--- src/rtl/phy_tx_serializer.sv ---
`default_nettype none
// ============================================================================
// phy_tx_serializer: two-lane byte-striped TX serializer, COM sync then data/IDLE.
// Revision: 1.0
// ============================================================================
module phy_tx_serializer #(
  parameter int         SYNC_SLOTS = 4,
  parameter logic [7:0] COM_SYM    = 8'hBC,
  parameter logic [7:0] IDL_SYM    = 8'h7C
) (
  input  logic        clk_32f,
  input  logic        reset,
  input  logic [31:0] data_in,
  input  logic        valid_in,
  output logic        ready_out,
  output logic        serial_data_0,
  output logic        serial_data_1,
  output logic        sync_done
);

  localparam int                SYNC_W    = (SYNC_SLOTS > 1) ? $clog2(SYNC_SLOTS) : 1;
  localparam logic [SYNC_W-1:0] SYNC_LAST = SYNC_W'(SYNC_SLOTS - 1);
  localparam logic [3:0]        SLOT_LAST = 4'd15;
  localparam logic [15:0]       COM_PAIR  = {COM_SYM, COM_SYM};
  localparam logic [15:0]       IDL_PAIR  = {IDL_SYM, IDL_SYM};

  typedef enum logic [0:0] {
    ST_SYNC   = 1'b0,
    ST_ACTIVE = 1'b1
  } state_t;

  state_t              state;
  logic [3:0]          bit_cnt;
  logic [SYNC_W-1:0]   sync_cnt;
  logic [31:0]         hold_data;
  logic                hold_full;
  logic [15:0]         shift_0;
  logic [15:0]         shift_1;

  logic                boundary;
  logic                accept;
  logic                enter_active;
  logic                send_slot;
  logic                load_word;

  assign boundary     = (bit_cnt == SLOT_LAST);
  assign ready_out    = ~hold_full | (boundary & (state == ST_ACTIVE));
  assign accept       = valid_in & ready_out;
  assign enter_active = (state == ST_SYNC) & boundary & (sync_cnt == SYNC_LAST);
  // The last SYNC boundary already opens the first ACTIVE slot, so it may carry data.
  assign send_slot    = boundary & ((state == ST_ACTIVE) | enter_active);
  assign load_word    = send_slot & hold_full;

  assign serial_data_0 = shift_0[15];
  assign serial_data_1 = shift_1[15];

  always_ff @(posedge clk_32f or negedge reset) begin
    if (!reset) begin
      bit_cnt <= 4'd0;
    end else begin
      bit_cnt <= bit_cnt + 4'd1;
    end
  end

  always_ff @(posedge clk_32f or negedge reset) begin
    if (!reset) begin
      state     <= ST_SYNC;
      sync_cnt  <= '0;
      sync_done <= 1'b0;
    end else begin
      case (state)
        ST_SYNC: begin
          if (boundary) begin
            sync_cnt <= sync_cnt + 1'b1;
            if (enter_active) begin
              state     <= ST_ACTIVE;
              sync_done <= 1'b1;
            end
          end
        end
        ST_ACTIVE: begin
          sync_done <= 1'b1;
        end
        default: begin
          state <= ST_SYNC;
        end
      endcase
    end
  end

  // A new word may land in the same edge the previous one leaves, keeping hold full.
  always_ff @(posedge clk_32f or negedge reset) begin
    if (!reset) begin
      hold_data <= 32'd0;
      hold_full <= 1'b0;
    end else begin
      if (accept) begin
        hold_data <= data_in;
        hold_full <= 1'b1;
      end else if (load_word) begin
        hold_full <= 1'b0;
      end
    end
  end

  always_ff @(posedge clk_32f or negedge reset) begin
    if (!reset) begin
      shift_0 <= COM_PAIR;
      shift_1 <= COM_PAIR;
    end else if (boundary) begin
      if (!send_slot) begin
        shift_0 <= COM_PAIR;
        shift_1 <= COM_PAIR;
      end else if (hold_full) begin
        shift_0 <= {hold_data[31:24], hold_data[15:8]};
        shift_1 <= {hold_data[23:16], hold_data[7:0]};
      end else begin
        shift_0 <= IDL_PAIR;
        shift_1 <= IDL_PAIR;
      end
    end else begin
      shift_0 <= {shift_0[14:0], 1'b0};
      shift_1 <= {shift_1[14:0], 1'b0};
    end
  end

endmodule
`default_nettype wire

--- config.mk ---
export PLATFORM = sky130hd
export DESIGN_NAME = phy_tx_serializer
export DESIGN_NICKNAME = d
export VERILOG_FILES = /design/src/rtl/phy_tx_serializer.sv
export SDC_FILE = /design/constraint.sdc
export NUM_CORES = 1
export LEC_CHECK = 0
export CORE_MARGIN = 2
export CORE_UTILIZATION = 30
export DETAILED_ROUTE_END_ITERATION = 12
export GPL_TIMING_DRIVEN = 1
export PLACE_DENSITY_LB_ADDON = 0.15
export SETUP_SLACK_MARGIN = 0.3
export SLEW_MARGIN = 20
export SYNTH_ARGS = -nofsm -noshare
export SYNTH_HDL_FRONTEND = slang
export SYNTH_SLANG_ARGS = --single-unit
--- constraint.sdc ---
create_clock -name clk_32f -period 2.7 [get_ports clk_32f]
set_clock_uncertainty 0.1 [all_clocks]
set_input_delay 0.27 -clock clk_32f [delete_from_list [all_inputs] [get_ports clk_32f]]
set_output_delay 0.27 -clock clk_32f [all_outputs]
set_load 0.01 [all_outputs]
==> report_table.html <==
<table>
<tr><th>Metric</th><th>Value</th></tr>
<tr><th colspan="2">Clocking</th></tr>
<tr><td>Maximum buffer depth of the clock tree</td><td>2</td></tr>
<tr><td>Clock tree from TritonCTS</td><td>yes</td></tr>
<tr><td>Number of CTS-inserted buffers</td><td>9</td></tr>
<tr><td>H-tree level count</td><td>3</td></tr>
<tr><td>Quantity of gates resized following cts</td><td>0</td></tr>
<tr><td>Clock tree root driver cell</td><td>clkbuf_8</td></tr>
<tr><td>CTS clk-pin slew, worst paths</td><td>0.07 ns</td></tr>
<tr><td>Clock Sink Count</td><td>73</td></tr>
<tr><td>Clock latency of the later-clocked register in the worst-skew pair</td><td>0.35 ns</td></tr>
<tr><th colspan="2">Layout</th></tr>
<tr><td>Multi-input logic area</td><td>873 um^2</td></tr>
<tr><td>Register area</td><td>1850 um^2</td></tr>
<tr><td>Final Net Count</td><td>265</td></tr>
<tr><td>Share of post-route cells with drive strength above 1</td><td>31.8%</td></tr>
<tr><td>Synth-to-layout area growth</td><td>23.8%</td></tr>
<tr><td>Filler cell count</td><td>868</td></tr>
<tr><td>Final non-filler cell total</td><td>344</td></tr>
<tr><td>Diodes inserted</td><td>0</td></tr>
<tr><td>Summed area of non-filler cells in the final layout</td><td>3460 um^2</td></tr>
<tr><th colspan="2">Timing</th></tr>
<tr><td>Max-Slew Margin vs Limit</td><td>47.5%</td></tr>
<tr><td>Max-slew violation count</td><td>0</td></tr>
<tr><td>Least-Margin Pin Slew</td><td>0.787 ns</td></tr>
<tr><td>Final Hold Violating Endpoints</td><td>0</td></tr>
<tr><td>Sum of negative setup slack</td><td>0 ns</td></tr>
<tr><td>Final Critical Period</td><td>2.16 ns</td></tr>
<tr><td>Setup repair after global routing missed its margin</td><td>false</td></tr>
<tr><td>Number of setup violations in the final report</td><td>0</td></tr>
<tr><td>Share of the cycle needed by the critical path after routing</td><td>79.9%</td></tr>
<tr><td>FMAX</td><td>0.464 GHz</td></tr>
<tr><th colspan="2">Power and ir drop</th></tr>
<tr><td>Switching share of power</td><td>22.4%</td></tr>
<tr><td>Comb pwr share</td><td>5.0%</td></tr>
<tr><td>PwrDens</td><td>573 nW/um^2</td></tr>
<tr><td>Proportion of power drawn by flip-flops and latches</td><td>57.1%</td></tr>
<tr><td>IR Drop Worst-Case VDD</td><td>0.000281 V</td></tr>
<tr><td>Total internal power</td><td>1540 uW</td></tr>
<tr><td>Sw power</td><td>445 uW</td></tr>
<tr><td>Static Leakage</td><td>0.00152 uW</td></tr>
<tr><td>Clock group share of total power</td><td>37.9%</td></tr>
<tr><th colspan="2">Outcome</th></tr>
<tr><td>Outcome</td><td>finished clean</td></tr>
<tr><th colspan="2">Logic synthesis</th></tr>
<tr><td>Number of instances in the synthesized netlist</td><td>184</td></tr>
<tr><td>Synth Area per Inst</td><td>15.2 um^2</td></tr>
<tr><td>Share of Yosys cell area claimed by the top area cell type</td><td>47.4%</td></tr>
<tr><td>Post-synth EDFFs</td><td>0</td></tr>
<tr><td>Share of the yosys chip area belonging to registers</td><td>66.2%</td></tr>
<tr><td>Number of warnings reported in the yosys synthesis log</td><td>0</td></tr>
<tr><td>Main flop type after synthesis</td><td>dfrtp_1</td></tr>
<tr><td>Proportion of register bits with asynchronous set or reset after synthesis</td><td>100%</td></tr>
<tr><td>Cell accounting for the most synthesized area</td><td>dfrtp_1</td></tr>
<tr><td>Syn Nets</td><td>221</td></tr>
<tr><td>Synth top area cells</td><td>dfrtp_1 47%, dfstp_2 19%, mux2_2 12%</td></tr>
<tr><td>Area of the mapped netlist</td><td>2800 um^2</td></tr>
<tr><td>Synth cell types</td><td>31</td></tr>
<tr><td>Synthesis-stage register bit count</td><td>73</td></tr>
<tr><th colspan="2">Worst setup path</th></tr>
<tr><td>Worst flop-to-flop path endpoint</td><td>shift_1[12]</td></tr>
<tr><td>Setup slack of the most critical reg-to-reg path</td><td>0.60 ns</td></tr>
<tr><td>Data arrival at the endpoint of the critical path</td><td>1.79 ns</td></tr>
<tr><td>Worst R2R Path Depth</td><td>4</td></tr>
<tr><td>Critical path launch point type</td><td>flip-flop</td></tr>
<tr><td>Critical path required time</td><td>2.33 ns</td></tr>
<tr><td>Crit path kind</td><td>flip-flop to output pin</td></tr>
<tr><td>CP max FO</td><td>4</td></tr>
<tr><td>Worst Setup End Kind</td><td>output pin</td></tr>
<tr><td>RR Startpoint</td><td>bit_cnt[0]</td></tr>
<tr><th colspan="2">Drt</th></tr>
<tr><td>Total Routed Length</td><td>5.19 mm</td></tr>
<tr><td>Remaining design rule violation count</td><td>0</td></tr>
<tr><td>DR WL/cell</td><td>15.1 um</td></tr>
<tr><td>Number of vias after detailed routing</td><td>1607</td></tr>
<tr><td>Number of vias per cell after detailed routing</td><td>4.67</td></tr>
<tr><td>DR iter-0 viols</td><td>75</td></tr>
<tr><td>Post-route antenna net violation count</td><td>0</td></tr>
<tr><td>Iteration count of the initial detailed-routing pass</td><td>4</td></tr>
<tr><th colspan="2">Global routing</th></tr>
<tr><td>First-pass GRT wire length</td><td>8.54 mm</td></tr>
<tr><td>Maximum number of pins on one net before global-route repair</td><td>74</td></tr>
<tr><td>Global route overflow</td><td>0</td></tr>
<tr><td>GRT Overall Usage</td><td>11.4%</td></tr>
<tr><td>Number of antenna violations at the first check in global routing</td><td>0</td></tr>
<tr><td>Via count of the first global-routing pass</td><td>1652</td></tr>
<tr><th colspan="2">Die</th></tr>
<tr><td>Overall die height</td><td>101 um</td></tr>
<tr><td>Top-level port count</td><td>39</td></tr>
<tr><td>Die area</td><td>10100 um^2</td></tr>
<tr><td>Starting utilization of the core area</td><td>30.6%</td></tr>
<tr><td>Core Area</td><td>9150 um^2</td></tr>
<tr><td>Number of rows created at floorplan</td><td>35</td></tr>
<tr><td>Die X</td><td>101 um</td></tr>
<tr><th colspan="2">Place</th></tr>
<tr><td>Gpl congestion</td><td>0.648</td></tr>
<tr><td>Placed Cells incl. Taps</td><td>327</td></tr>
<tr><td>PortBufs</td><td>38</td></tr>
<tr><td>DP Wirelength</td><td>3.28 mm</td></tr>
<tr><td>Area of placed instances</td><td>3280 um^2</td></tr>
<tr><th colspan="2">Flow run</th></tr>
<tr><td>Max-capacitance violation count</td><td>0</td></tr>
<tr><th colspan="2">Min path</th></tr>
<tr><td>Min-Delay Endpoint</td><td>bit_cnt[0]</td></tr>
<tr><td>Worst Hold Launch</td><td>bit_cnt[0]</td></tr>
<tr><td>Worst min-delay path class</td><td>flip-flop to flip-flop</td></tr>
<tr><td>Number of cells on the worst hold path</td><td>1</td></tr>
</table>
[cell families (layout without fill, tap and decap cells)]
| kind of cell | Yosys count | count (layout) | synth area share, % |
|---|---|---|---|
| muxes | 33 | 33 | 13.3 |
| buffers and inverters | 11 | 60 | 2.59 |
| adders and majority gates | 2 | 2 | 0.894 |
| DFF | 73 | 73 | 66.2 |
| AOI/OAI and AO/OA | 37 | 37 | 10.4 |
| and+or+nand+nor | 25 | 25 | 5.68 |
| xor gates and xnor gates | 3 | 3 | 0.939 |
[critical path, stage by stage (launching register included)]
cell             delay [ns]
dfrtp_1                0.37
ha_1                   0.24
nand4_2                0.15
nand2_1                0.13
clkdlybuf4s50_1        0.55
[worst max-delay path by stage]
stage,startpoint,endpoint
final,bit_cnt[0],ready_out
after global routing,bit_cnt[0],ready_out
after CTS,bit_cnt[0],ready_out
after detailed placement,bit_cnt[0],shift_1[12]
after global placement,bit_cnt[0],shift_0[5]
after floorplan,bit_cnt[0],hold_data[11]
[power groups by stage]
| stage | combinational (uW) | clock [uW] | sequential (uW) |
|---|---|---|---|
| 4_1_cts | 103 | 786 | 1130 |
| 5_1_grt | 111 | 831 | 1140 |
| 3_3_place_gp | 101 | 0 | 1160 |
| 2_1_floorplan | 25.3 | 0 | 1150 |
| 6_report | 99.3 | 752 | 1130 |
| 3_5_place_dp | 102 | 0 | 1150 |
[sequential cells by signal (all words and copies together) (netlist names)]
| name | cells |
|---|---|
| sync_done | 1 |
| bit_cnt | 4 |
| shift_1 | 16 |
| shift_0 | 16 |
| hold_data | 32 |
| state | 1 |
| sync_cnt | 2 |
| hold_full | 1 |
[per-stage QoR]
stage          util [%]  power (uW)  setup WS (ns)  hold WS, ns
2_1_floorplan         -        1170           1.06       -0.126
3_3_place_gp       35.9        1260          0.668        0.235
3_5_place_dp       35.9        1260          0.596        0.235
4_1_cts            37.9        2020          0.509        0.354
5_1_grt            37.9        2080          0.406        0.384
6_report           37.9        1980          0.543        0.352
[layout make-up]
cell class	instances	share of cell area, %
well taps	111	4.01
clock buffers	11	4.08
clock inverters	5	0.903
flip-flops and latches	73	53.4
repair buffers	42	12.1
inverters	2	0.217
multi-input cells	100	25.2
[synth_stat cells, types with 2 or more instances]
library cell,instances
nand2_1,9
and2_1,2
clkbuf_1,3
a22o_1,6
o31ai_1,4
nor2b_1,4
mux2_1,4
dfstp_2,20
o22a_1,16
inv_1,2
o21ai_0,4
dfrtp_1,53
buf_6,3
nand3_1,2
buf_4,2
a21oi_1,5
xor2_1,2
ha_1,2
mux2_2,29
[routing by layer]
metal | vias to the layer above | global-route usage (%) | wire length (um)
li1 | 746 | - | -
met1 | 820 | 15.0 | 2520
met3 | 8 | 4.99 | 270
met4 | 0 | 4.11 | 73
met2 | 33 | 16.6 | 2320
met5 | - | 0 | 0
[what timing repair did]
item / in CTS / in global routing
buffers inserted: 0 / 0
hold buffers: 1 / 0
endpoints found under the hold margin: 53 / 0
setup endpoints to repair: 0 / 0
[cell usage in the layout, fill, tap and decap left out]
| master | count |
|---|---|
| nand4_2 | 1 |
| and4b_1 | 1 |
| a21o_1 | 1 |
| a22o_1 | 6 |
| xnor2_1 | 1 |
| clkbuf_1 | 1 |
| nand3_1 | 2 |
| nand2_1 | 9 |
| dfrtp_1 | 53 |
| and3_1 | 1 |
| nor2b_1 | 4 |
| nor2_2 | 1 |
| mux2_2 | 29 |
| clkbuf_8 | 10 |
| clkinv_2 | 3 |
| o31ai_1 | 4 |
| ha_1 | 2 |
| a21oi_1 | 5 |
| dfstp_2 | 20 |
| clkinvlp_4 | 1 |
| a21oi_4 | 1 |
| nor3b_2 | 1 |
| o22a_1 | 16 |
| o21ai_0 | 4 |
| dlygate4sd3_1 | 1 |
| mux2_1 | 4 |
| buf_12 | 1 |
| xor2_1 | 2 |
| and2_1 | 2 |
| buf_4 | 2 |
| inv_1 | 2 |
| nor2_1 | 1 |
| buf_2 | 1 |
| or2_2 | 1 |
| clkdlybuf4s50_1 | 37 |
| clkinv_4 | 1 |
| nand3b_4 | 1 |
Note: power is estimated with default switching activity, not from simulation.
